===== config.mk =====
export PLATFORM = sky130hd
export DESIGN_NAME = mem_arbiter
export DESIGN_NICKNAME = d
export VERILOG_FILES = /design/src/rtl/mem_arb_pkg.sv /design/src/rtl/mem_arb_pick.sv /design/src/rtl/mem_arbiter.sv
export SDC_FILE = /design/constraint.sdc
export NUM_CORES = 1
export LEC_CHECK = 0
export CAP_MARGIN = 0
export CORE_MARGIN = 2
export CORE_UTILIZATION = 34
export CTS_CLUSTER_SIZE = 8
export DETAILED_ROUTE_END_ITERATION = 8
export GPL_ROUTABILITY_DRIVEN = 1
export GPL_TIMING_DRIVEN = 0
export PLACE_DENSITY = 0.81
export SYNTH_ARGS = -nofsm -noshare
export SYNTH_HDL_FRONTEND = slang
export SYNTH_SLANG_ARGS = --single-unit
export TNS_END_PERCENT = 50

===== constraint.sdc =====
create_clock -name clk -period 1.65 [get_ports clk]
set_input_delay 0.165 -clock clk [delete_from_list [all_inputs] [get_ports clk]]
set_output_delay 0.165 -clock clk [all_outputs]
set_load 0.01 [all_outputs]

===== src/rtl/mem_arb_pkg.sv =====
// Shared types and constants for the two-master memory arbiter.
package mem_arb_pkg;

    typedef enum logic [1:0] {
        IDLE = 2'd0,
        INST = 2'd1,
        DATA = 2'd2
    } arb_state_t;

    localparam logic [1:0] SIZE_WORD = 2'd2;
    localparam logic [3:0] SEL_ALL   = 4'hF;

endpackage


===== src/rtl/mem_arb_pick.sv =====
// Grant selection between fetch and data masters.
// MEM_ARB_RR_EN: alternate grants on a tie; otherwise data always wins.
module mem_arb_pick
    import mem_arb_pkg::*;
(
    input  logic clk,
    input  logic reset,
    input  logic i_req,
    input  logic d_req,
    input  logic flush,
    input  logic take,
    output logic grant_i,
    output logic grant_d
);

    logic i_ok;

    // A fetch raised in a flush cycle belongs to the squashed stream.
    assign i_ok = i_req & ~flush;

`ifdef MEM_ARB_RR_EN
    logic last_d;

    always_comb begin
        grant_i = i_ok;
        grant_d = d_req;
        if (i_ok && d_req) begin
            grant_i = last_d;
            grant_d = ~last_d;
        end
    end

    // Starts as "data" so the first tie goes to the fetch port.
    always_ff @(posedge clk) begin
        if (reset)
            last_d <= 1'b1;
        else if (take && (grant_i || grant_d))
            last_d <= grant_d;
    end
`else
    logic unused_pick;

    assign grant_d     = d_req;
    assign grant_i     = i_ok & ~d_req;
    assign unused_pick = ^{clk, reset, take};
`endif

endmodule


===== src/rtl/mem_arbiter.sv =====
// Merges instruction-fetch and data ports onto one memory port, one
// transaction at a time. Optional round-robin via MEM_ARB_RR_EN.
module mem_arbiter
    import mem_arb_pkg::*;
#(
    parameter int ADDR_W = 32,
    parameter int DATA_W = 32
) (
    input  logic              clk,
    input  logic              reset,
    input  logic              i_req,
    input  logic [ADDR_W-1:0] i_addr,
    output logic              i_ready,
    output logic [DATA_W-1:0] i_rdata,
    input  logic              d_req,
    input  logic              d_wr,
    input  logic [1:0]        d_size,
    input  logic [3:0]        d_sel,
    input  logic [ADDR_W-1:0] d_addr,
    input  logic [DATA_W-1:0] d_wdata,
    output logic              d_ready,
    output logic [DATA_W-1:0] d_rdata,
    input  logic              flush,
    output logic              mem_access,
    output logic              mem_write,
    output logic [ADDR_W-1:0] mem_addr,
    output logic [1:0]        mem_size,
    output logic [3:0]        mem_sel,
    output logic [DATA_W-1:0] mem_st_data,
    input  logic              mem_ready,
    input  logic [DATA_W-1:0] mem_w_data
);

    arb_state_t state, state_next;
    logic       kill;
    logic       grant_i, grant_d;

    mem_arb_pick u_pick (
        .clk     (clk),
        .reset   (reset),
        .i_req   (i_req),
        .d_req   (d_req),
        .flush   (flush),
        .take    (state == IDLE),
        .grant_i (grant_i),
        .grant_d (grant_d)
    );

    assign i_rdata = mem_w_data;
    assign d_rdata = mem_w_data;

    always_comb begin
        state_next = state;
        mem_access = 1'b0;
        i_ready    = 1'b0;
        d_ready    = 1'b0;
        case (state)
            IDLE: begin
                if (grant_d)
                    state_next = DATA;
                else if (grant_i)
                    state_next = INST;
            end
            INST: begin
                mem_access = 1'b1;
                // A flush landing on the completion cycle still kills the fetch.
                i_ready = mem_ready & ~kill & ~flush & ~reset;
                if (mem_ready)
                    state_next = IDLE;
            end
            DATA: begin
                mem_access = 1'b1;
                d_ready = mem_ready & ~reset;
                if (mem_ready)
                    state_next = IDLE;
            end
            default: state_next = IDLE;
        endcase
    end

    always_ff @(posedge clk) begin
        if (reset) begin
            state       <= IDLE;
            kill        <= 1'b0;
            mem_write   <= 1'b0;
            mem_addr    <= '0;
            mem_size    <= 2'd0;
            mem_sel     <= 4'd0;
            mem_st_data <= '0;
        end else begin
            state <= state_next;
            // Killed fetch still owns the port until the bridge finishes it.
            kill  <= (state == INST) && !mem_ready && (kill || flush);
            if (state == IDLE) begin
                if (grant_d) begin
                    mem_write   <= d_wr;
                    mem_addr    <= d_addr;
                    mem_size    <= d_size;
                    mem_sel     <= d_sel;
                    mem_st_data <= d_wdata;
                end else if (grant_i) begin
                    mem_write   <= 1'b0;
                    mem_addr    <= i_addr;
                    mem_size    <= SIZE_WORD;
                    mem_sel     <= SEL_ALL;
                    mem_st_data <= '0;
                end
            end
        end
    end

endmodule


==> flow_summary.toml <==
[drt]
ant_nets = 0
routed_wirelength_mm = 11.5
avgRoutedWirePerCell_um = 15.1
met1_length_mm = 4.15
highest_layer = "met4"
dr_wl_met2_mm = 6.05
drt_first_pass_iters = 4
num_vias = 3533
drt_iter0_drc = 110
drc = 0
viasPerCell = 4.64
wl_met3_mm = 1.08

[sta]
maxSlewHeadroom_pct = 69.2
finClkSkew_ns = 0.0169
tightest_slew_ns = 0.463
setup-violations-final = 0
drv_slew = 0
fin_crit_ns = 1.56
finalCritPeriodShare_pct = 94.3
hold_viol = 0
rsz0062_at_grt = "yes"
max_clock_freq_ghz = 0.642

[layout]
final_cell_mix = "clkdlybuf4s50_1, dfxtp_1, buf_4, nand2_1, a32o_1"
layout_commonest_cell = "clkdlybuf4s50_1"
final_layout_size_suffix_gt1_share_pct = 22.2
fin_cells = 761
fin_area_um2 = 6510
num_antenna_cells = 0
synthToLayoutAreaGrowth_pct = 79.0
nNetsFinal = 764
fillCellCount = 865

[worst_setup_path]
r2r_cells = 6
crit_buf_inv = 2
r2r_end = "mem_st_data[21]"
cp.arrival_ns = 1.39
critPathTopFamily = "flip-flops"
cpPeakStageDelay_ns = 0.35
path_class = "flip-flop to primary output"
cp_cell_sequence = "inv_1 > ha_1 > and4_1 > clkdlybuf4s15_1"
cpMaxStageDelayCell = "dfxtp_1"
reg2reg_slack_ns = 0.12
crit_required_ns = 1.48
crit_fanout = 3
cp-end-kind = "primary output"
r2r_start = "state[0]"
worstSetupStartpointType = "flip-flop"

[outcome]
status = "finished clean"

[min_path]
min_to = "state[0]"
holdPathStages = 2
min_path_type = "primary input to flip-flop"
hp-start = "reset"

[power_and_ir_drop]
power.share.switching_pct = 25.8
leakage_nw = 2.69
power_frac_comb_pct = 30.4
seqPwrFrac_pct = 39.0
clkPwrFrac_pct = 30.6
p_switching_w = 0.00135
intPower_w = 0.00389
powerDensity_nw_per_um2 = 805
ir_worst_vdd_v = 0.000507

[grt]
antenna_found_initial = 0
grt_max_degree = 13
grt_first_pass_wirelength_mm = 17.3
first_global_vias = 3524
grt_overflow = 0
grt_util_all_layers_pct = 19.2

[yosys]
yosysSeqAreaShare_pct = 40.7
ys_ff_latch = 74
syn_nets = 506
yosys_warnings = 0
syn_area_um2 = 3640
syn_area_per_cell_um2 = 10.0
syn_inst = 362
synth.distinct_cells = 25

[cts]
clock_sinks = 74
clk_pin_slew_ns = 0.08
holdBufCountCts = 0
clk_path_buf_depth = 2
htree_levels = 3
cts_tree = "done"
cts_made_buffers = 9
cts_root_buf = "clkbuf_8"
clock_latency_ns = 0.35

[floorplanning]
start_util_pct = 35.1
ios = 279
fp.dieH_um = 107
rows = 37
fp.dieArea_um2 = 11500
core_um2 = 10400
die_x_um = 107

[placement]
place_congestion = 0.764
place_area_um2 = 6260
dp_hpwl_mm = 9.30
dp.cells = 743
numPortBuffers = 245

[flow_run]
drv_cap = 0
## through the flow
stage,total power (W),worst slack (ns),utilization (%),hold WS [ns],setup TNS (ns)
6_report,0.00524,0.0934,62.8,0.243,0
5_1_grt,0.00550,-0.0152,62.8,0.242,-0.128
4_1_cts,0.00530,0.0308,62.7,0.231,0
3_5_place_dp,0.00369,-0.618,60.4,0.437,-3.25
3_3_place_gp,0.00365,-0.614,60.4,0.437,-2.10
2_1_floorplan,0.00281,0.344,-,0.238,0
## sequential cells by signal, indices dropped and copies added (netlist names)
register     flops
mem_write        1
mem_st_data     32
mem_size         2
state            2
kill             1
mem_sel          4
mem_addr        32
## per-layer routing
layer	vias to the layer above	track usage, %
met4	0	6.78
met5	-	0
met2	159	35.7
met3	14	6.72
met1	1649	19.7
li1	1711	-
## cells in the mapped netlist (all sizes together)
cell	count	area [um^2]
a32o	34	340
o21ai	6	41.3
mux2i	33	330
nand2	66	250
clkbuf	6	22.5
dfxtp	74	1480
nand2b	2	12.5
and4	1	8.76
nor2b	1	8.76
a21oi	6	30.0
inv	8	30.0
a211oi	1	7.51
buf	83	633
and3	1	6.26
nor4b	1	8.76
o21a	1	7.51
ha	3	37.5
mux2	32	360
nor2	3	18.8
## power by group through the flow
stage / clock, W / combinational, W / sequential [W]
floorplan: 0 / 0.000655 / 0.00216
global placement: 0 / 0.00158 / 0.00207
detailed placement: 0 / 0.00161 / 0.00208
CTS: 0.00164 / 0.00162 / 0.00204
global route: 0.00173 / 0.00171 / 0.00206
finish: 0.00160 / 0.00159 / 0.00204
## how the worst max path moves through the flow
stage	endpoint	depth (start not counted)	slack [ns]	from
6_report	i_ready	4	0.09	state[1]
5_1_grt	mem_st_data[3]	6	-0.02	state[0]
4_1_cts	d_ready	4	0.03	state[0]
3_5_place_dp	d_ready	5	-0.62	reset
2_1_floorplan	mem_st_data[0]	6	0.34	state[0]
3_3_place_gp	d_ready	5	-0.61	reset
## what timing repair did
item / CTS / global route
setup buffers: 2 / 0
gates cloned: 0 / 0
resized for setup: 8 / 2
endpoints found under the setup margin: 3 / 24
## kinds of logic (layout without fill, tap and decap cells)
group / count (synthesis) / count (layout) / share of synthesized area [%]
AO/OA/AOI/OAI: 48 / 48 / 11.7
adder cells (fa/ha/maj): 3 / 3 / 1.03
buffers and inverters: 97 / 360 / 18.9
flip-flops: 74 / 74 / 40.7
multiplexers: 65 / 65 / 19.0
AND/OR/NAND/NOR: 75 / 75 / 8.64
## area by class of cell
cell class	count	area, um^2	share of cell area, %
sequential	74	1480	22.8
tap	136	170	2.61
clock buffer	12	155	2.38
timing repair buffer	247	2460	37.9
clock inverter	4	73.8	1.13
multi-input combinational	191	1470	22.6
buffer	89	662	10.2
inverter	8	30.0	0.461
(Power assumes the default switching activity.)
